<file path="src/rtl/winograd_phase_accum_if.sv">
// Partial-sum input stream and result stream of the polyphase accumulator.
// The DUT uses the slave view; a producer/consumer uses the master view.
interface winograd_phase_accum_if #(
    parameter int WIDTH = 16,
    parameter int NPH   = 4
);
    localparam int PW = (NPH > 1) ? $clog2(NPH) : 1;

    logic                    in_valid;
    logic                    in_ready;
    logic signed [WIDTH-1:0] in_data;
    logic [PW-1:0]           in_phase;
    logic                    out_valid;
    logic                    out_ready;
    logic signed [WIDTH-1:0] out_data;
    logic                    out_sat;

    modport master (
        output in_valid, in_data, in_phase, out_ready,
        input  in_ready, out_valid, out_data, out_sat
    );

    modport slave (
        input  in_valid, in_data, in_phase, out_ready,
        output in_ready, out_valid, out_data, out_sat
    );
endinterface

</file>
<file path="src/rtl/winograd_phase_accum.sv">
// Sums NPH polyphase partial products per output pixel, then shifts and
// saturates the sum; walks one ROWS x COLS frame per start.
module winograd_phase_accum #(
    parameter int WIDTH = 16,
    parameter int NPH   = 4,
    parameter int ROWS  = 112,
    parameter int COLS  = 112,
    parameter int SHIFT = 0
) (
    input  logic                   clk,
    input  logic                   rst_n,
    input  logic                   start,
    winograd_phase_accum_if.slave  s,
    output logic                   busy,
    output logic                   done,
    output logic                   err
);
    localparam int PW   = (NPH > 1) ? $clog2(NPH) : 1;
    localparam int AW   = WIDTH + $clog2(NPH) + 1;
    localparam int NPIX = ROWS * COLS;
    localparam int PXW  = (NPIX > 1) ? $clog2(NPIX) : 1;

    localparam logic signed [AW-1:0] MAX_V = {{(AW-WIDTH+1){1'b0}}, {(WIDTH-1){1'b1}}};
    localparam logic signed [AW-1:0] MIN_V = {{(AW-WIDTH+1){1'b1}}, {(WIDTH-1){1'b0}}};

    typedef enum logic [1:0] {IDLE, ACCUM, OUT, DONE} state_t;

    state_t                  state_reg;
    logic signed [AW-1:0]    acc_reg;
    logic [PW-1:0]           phase_reg;
    logic [PXW-1:0]          pix_reg;
    logic                    in_ready_reg;
    logic                    out_valid_reg;
    logic signed [WIDTH-1:0] out_data_reg;
    logic                    out_sat_reg;
    logic                    busy_reg;
    logic                    done_reg;
    logic                    err_reg;

    logic                    take;
    logic signed [AW-1:0]    sum_next;
    logic signed [AW-1:0]    shifted;
    logic                    sat_hi;
    logic                    sat_lo;
    logic signed [WIDTH-1:0] sat_data;

    // in_ready_reg is high exactly in ACCUM, so it doubles as the state qualifier
    always_comb begin
        take     = s.in_valid && in_ready_reg;
        sum_next = acc_reg + {{(AW-WIDTH){s.in_data[WIDTH-1]}}, s.in_data};
        shifted  = sum_next >>> SHIFT;
        sat_hi   = shifted > MAX_V;
        sat_lo   = shifted < MIN_V;
        sat_data = shifted[WIDTH-1:0];
        if (sat_hi) begin
            sat_data = {1'b0, {(WIDTH-1){1'b1}}};
        end else if (sat_lo) begin
            sat_data = {1'b1, {(WIDTH-1){1'b0}}};
        end
    end

    always_ff @(posedge clk) begin
        if (!rst_n) begin
            state_reg     <= IDLE;
            acc_reg       <= '0;
            phase_reg     <= '0;
            pix_reg       <= '0;
            in_ready_reg  <= 1'b0;
            out_valid_reg <= 1'b0;
            out_data_reg  <= '0;
            out_sat_reg   <= 1'b0;
            busy_reg      <= 1'b0;
            done_reg      <= 1'b0;
            err_reg       <= 1'b0;
        end else begin
            case (state_reg)
                IDLE: begin
                    if (start) begin
                        state_reg    <= ACCUM;
                        acc_reg      <= '0;
                        phase_reg    <= '0;
                        pix_reg      <= '0;
                        err_reg      <= 1'b0;
                        in_ready_reg <= 1'b1;
                        busy_reg     <= 1'b1;
                    end
                end
                ACCUM: begin
                    if (take) begin
                        // An out-of-order phase is flagged but still summed
                        if (s.in_phase != phase_reg) begin
                            err_reg <= 1'b1;
                        end
                        if (phase_reg == PW'(NPH - 1)) begin
                            state_reg     <= OUT;
                            in_ready_reg  <= 1'b0;
                            out_valid_reg <= 1'b1;
                            out_data_reg  <= sat_data;
                            out_sat_reg   <= sat_hi | sat_lo;
                            acc_reg       <= '0;
                            phase_reg     <= '0;
                        end else begin
                            acc_reg   <= sum_next;
                            phase_reg <= phase_reg + PW'(1);
                        end
                    end
                end
                OUT: begin
                    if (s.out_ready) begin
                        out_valid_reg <= 1'b0;
                        if (pix_reg == PXW'(NPIX - 1)) begin
                            pix_reg   <= '0;
                            state_reg <= DONE;
                            done_reg  <= 1'b1;
                        end else begin
                            pix_reg      <= pix_reg + PXW'(1);
                            state_reg    <= ACCUM;
                            in_ready_reg <= 1'b1;
                        end
                    end
                end
                DONE: begin
                    state_reg <= IDLE;
                    done_reg  <= 1'b0;
                    busy_reg  <= 1'b0;
                end
                default: state_reg <= IDLE;
            endcase
        end
    end

    assign s.in_ready  = in_ready_reg;
    assign s.out_valid = out_valid_reg;
    assign s.out_data  = out_data_reg;
    assign s.out_sat   = out_sat_reg;
    assign busy        = busy_reg;
    assign done        = done_reg;
    assign err         = err_reg;
endmodule

</file>
<file path="src/flat_wrapper.sv">
// flat-port wrapper written by rule: the top's interface ports become plain ports
module winograd_phase_accum_flat 
#(
    parameter int WIDTH = 16,
    parameter int NPH   = 4,
    parameter int ROWS  = 112,
    parameter int COLS  = 112,
    parameter int SHIFT = 0
)
  (clk, rst_n, start, busy, done, err, s_in_valid, s_in_data, s_in_phase, s_out_ready, s_in_ready, s_out_valid, s_out_data, s_out_sat);
  winograd_phase_accum_if #(.WIDTH(WIDTH), .NPH(NPH)) s_i ();
  input  logic clk;
  input  logic rst_n;
  input  logic start;
  output logic busy;
  output logic done;
  output logic err;
  input wire logic [$bits(s_i.in_valid)-1:0] s_in_valid;
  input wire logic [$bits(s_i.in_data)-1:0] s_in_data;
  input wire logic [$bits(s_i.in_phase)-1:0] s_in_phase;
  input wire logic [$bits(s_i.out_ready)-1:0] s_out_ready;
  output wire logic [$bits(s_i.in_ready)-1:0] s_in_ready;
  output wire logic [$bits(s_i.out_valid)-1:0] s_out_valid;
  output wire logic [$bits(s_i.out_data)-1:0] s_out_data;
  output wire logic [$bits(s_i.out_sat)-1:0] s_out_sat;
  assign s_i.in_valid = s_in_valid;
  assign s_i.in_data = s_in_data;
  assign s_i.in_phase = s_in_phase;
  assign s_i.out_ready = s_out_ready;
  assign s_in_ready = s_i.in_ready;
  assign s_out_valid = s_i.out_valid;
  assign s_out_data = s_i.out_data;
  assign s_out_sat = s_i.out_sat;
  winograd_phase_accum #(.WIDTH(WIDTH), .NPH(NPH), .ROWS(ROWS), .COLS(COLS), .SHIFT(SHIFT)) u_core (.clk(clk), .rst_n(rst_n), .start(start), .s(s_i), .busy(busy), .done(done), .err(err));
endmodule
</file>
<file path="config.mk">
export PLATFORM = sky130hd
export DESIGN_NAME = winograd_phase_accum_flat
export DESIGN_NICKNAME = d
export VERILOG_FILES = /design/src/rtl/winograd_phase_accum_if.sv /design/src/rtl/winograd_phase_accum.sv /design/src/flat_wrapper.sv
export SDC_FILE = /design/constraint.sdc
export NUM_CORES = 1
export LEC_CHECK = 0
export CAP_MARGIN = 15
export CORE_AREA = 2 2 80 82
export CTS_BUF_LIST = sky130_fd_sc_hd__clkbuf_2 sky130_fd_sc_hd__clkbuf_4 sky130_fd_sc_hd__clkbuf_8
export CTS_CLUSTER_DIAMETER = 200
export CTS_CLUSTER_SIZE = 24
export DETAILED_ROUTE_END_ITERATION = 6
export DIE_AREA = 0 0 82 84
export PLACE_DENSITY = 0.83
export SLEW_MARGIN = 20
export SYNTH_ARGS = -nofsm -noshare
export SYNTH_HDL_FRONTEND = slang
export SYNTH_SLANG_ARGS = --single-unit
</file>
<file path="constraint.sdc">
create_clock -name clk -period 5.65 [get_ports clk]
set_clock_uncertainty 0.05 [all_clocks]
set_input_delay 1.13 -clock clk [delete_from_list [all_inputs] [get_ports clk]]
set_output_delay 1.13 -clock clk [all_outputs]
set_load 0.005 [all_outputs]
</file>
==> results.py <==
metrics = {
    "cts": {
        "insertion_delay_ps": 340,
        "cts_root_buf": "clkbuf_8",
        "path_clk_slew_ps": 70,
        "cts_max_path_buffers": 2,
        "post_cts_resized": 0,
        "clock-sinks": 59,
        "postCtsSetupRepairBufs": 0,
        "cts_tree": "done",
        "cts_hold_buf": 0,
        "h-tree-depth": 3,
        "cts_buffers": 9,
    },
    "sta": {
        "post-route-period-util": 0.802,
        "worst_slew_pin_slew_ps": 935,
        "fin_tns_setup_ps": 0,
        "setup_viol": 0,
        "maxSlewViolCount": 0,
        "hold_viol_final": 0,
        "rsz0062_at_grt": "false",
        "fin_crit_ps": 4530,
        "max_freq_ghz": 0.221,
        "slew_headroom": 0.376,
        "hold_slack_ps": 429,
    },
    "die": {
        "rows": 29,
        "start_util": 0.569,
        "core_sq_um": 6100,
        "die-width_microns": 82,
        "chipHeight_microns": 84,
        "die_area_sq_um": 6890,
        "boundaryPins": 45,
    },
    "route": {
        "wl_per_cell_microns": 15.3,
        "drtIter0Drc": 192,
        "antenna_left": 0,
        "drt-total-wl_mm": 8.01,
        "via_count": 3085,
        "drt_pre_antenna_iters": 5,
        "vias_per_cell": 5.89,
        "drcViolationCount": 0,
    },
    "finish": {
        "drive_gt1_frac": 0.0626,
        "area_delta_synth_final_pct": 19.2,
        "multi_input_area_sq_um": 2160,
        "largest_reg_flops": 19,
        "fill_cells": 513,
        "fin_nets": 486,
        "num_antenna_cells": 0,
        "seq_area_sq_um": 1180,
    },
    "setup_path": {
        "critPathSlowestCell": "a311oi_2",
        "crit_type": "primary input to flop",
        "cp-end-kind": "flop",
        "cp_max_fo": 15,
        "r2r_cells": 11,
        "path_cells": "clkdlybuf4s50_1, ha_1, inv_1, fa_1, nand2b_1, a21o_1, a2111oi_1, o311ai_1, and3_1, a311oi_2, nor2_1, o221a_1",
        "required_ps": 5830,
        "slowest_delay_ps": 750,
        "crit_arrival_ps": 4710,
        "cp-start-kind": "primary input",
    },
    "power": {
        "ir_drop_uv": 132,
        "leakage_nw": 1.61,
        "p_per_area_nw_per_um2": 230,
    },
    "place": {
        "place_hpwl_mm": 5.51,
        "io_buffers": 44,
        "place_congestion": 0.880,
    },
    "global_route": {
        "grt_max_degree": 52,
        "antenna_found_initial": 0,
        "grt_use_total": 0.249,
        "grt-ovfl-total": 0,
        "grt_pass1_vias": 3037,
        "grt_pass1_wl_mm": 13.4,
    },
    "yosys": {
        "synth.most_common_cell": "dfxtp_1",
        "ys_seq_area_frac": 0.341,
        "synth_fp_nets": 453,
        "synthTopCellsByCount": "dfxtp_1, nand2_1, nor2_1",
        "synth_cell_type_count": 55,
        "synth_area_leaders": "dfxtp_1, ha_1, nor2b_1",
        "synth-edff-count": 0,
        "yosysTopAreaCellShare": 0.341,
        "synth_area_per_cell_sq_um": 8.48,
        "syn_inst": 409,
        "synth.largest_area_cell": "dfxtp_1",
        "synth-seq-cells": 59,
        "synth_area_sq_um": 3470,
        "synth_warnings": 0,
        "synth_ff_type": "dfxtp_1",
        "async_reset_ff_frac": 0,
    },
    "worst_hold_path": {
        "holdPathStages": 2,
        "min_path_type": "flop to flop",
    },
    "run_status": {
        "status": "finished, final reports clean",
    },
    "job": {
        "drv_cap": 0,
    },
}
==> metrics by stage <==
| step | setup slack [ps] | power, mW | cells | util | instance area (sq um) |
|---|---|---|---|---|---|
| global route | 867 | 0.988 | 524 | 0.678 | 4130 |
| finish | 1120 | 0.952 | 524 | 0.678 | 4130 |
| global placement | 919 | 0.547 | 508 | 0.643 | 3920 |
| floorplan | 1910 | 0.513 | 409 | - | 3470 |
| detailed placement | 814 | 0.550 | 508 | 0.643 | 3920 |
| CTS | 1180 | 0.958 | 524 | 0.678 | 4130 |
==> where the power goes <==
group / leakage, nW / switching, mW / internal (mW)
logic: 1.03 / 0.0655 / 0.0519
clock network: 0.108 / 0.172 / 0.238
registers: 0.476 / 0.00464 / 0.421
total: 1.61 / 0.242 / 0.711
==> metal layers <==
metal,up-vias,share of wire,track usage,wire (microns)
met2,86,0.48,0.403,3860
met4,0,0.026,0.121,206
met3,17,0.049,0.0519,389
li1,1546,-,-,-
met1,1436,0.44,0.309,3560
met5,-,0,0,0
==> placed cells by master, fill, tap and decap left out, drive strengths merged, types with 3 or more instances in the layout <==
| cell type | instances |
|---|---|
| a21boi | 5 |
| a21o | 8 |
| a21oi | 20 |
| a22oi | 17 |
| a31oi | 14 |
| and2 | 5 |
| and3 | 7 |
| and4 | 7 |
| clkbuf | 12 |
| clkdlybuf4s50 | 44 |
| dfxtp | 59 |
| ha | 20 |
| inv | 7 |
| mux2i | 3 |
| nand2 | 34 |
| nand2b | 19 |
| nand3 | 6 |
| nand4 | 3 |
| nor2 | 30 |
| nor2b | 27 |
| nor3 | 5 |
| o211ai | 4 |
| o21a | 3 |
| o21ai | 24 |
| o221a | 4 |
| xnor2 | 14 |
| xor2 | 14 |
==> final timing paths <==
kind,slack (ps),from,endpoint
max,1120,s_in_data[0],u_core.s.out_data[2]$_SDFFE_PN0P_
min,430,u_core.pix_reg[13]$_SDFFE_PN0P_,u_core.pix_reg[13]$_SDFFE_PN0P_
max reg2reg,2020,u_core.acc_reg[0]$_SDFFE_PN0P_,u_core.s.out_data[2]$_SDFFE_PN0P_
min reg2reg,430,u_core.pix_reg[13]$_SDFFE_PN0P_,u_core.pix_reg[13]$_SDFFE_PN0P_
==> cell type report <==
cell class / count / area share
Clock buffer: 12 / 0.0400
Clock inverter: 4 / 0.0115
Tap cell: 77 / 0.0233
Multi-Input combinational cell: 319 / 0.523
Timing Repair Buffer: 46 / 0.110
Sequential cell: 59 / 0.286
Inverter: 7 / 0.00636
==> worst max-delay path: cells and delay by family <==
family / cells / cell delay [ps]
simple gates: 3 / 600
buf+inv: 2 / 520
compound gates: 5 / 1890
fa+ha+maj: 2 / 560
==> logic make-up after synthesis <==
kind of cell             after synthesis  share of synthesized area
buffers and inverters                 31                     0.0361
AO/OA/AOI/OAI                        119                      0.242
multiplexers                           3                    0.00866
adder cells (fa/ha/maj)               21                     0.0779
XOR/XNOR                              28                     0.0707
flip-flops                            59                      0.341
AND/OR/NAND/NOR                      148                      0.224
No activity file was read; power rests on OpenSTA's default activity.
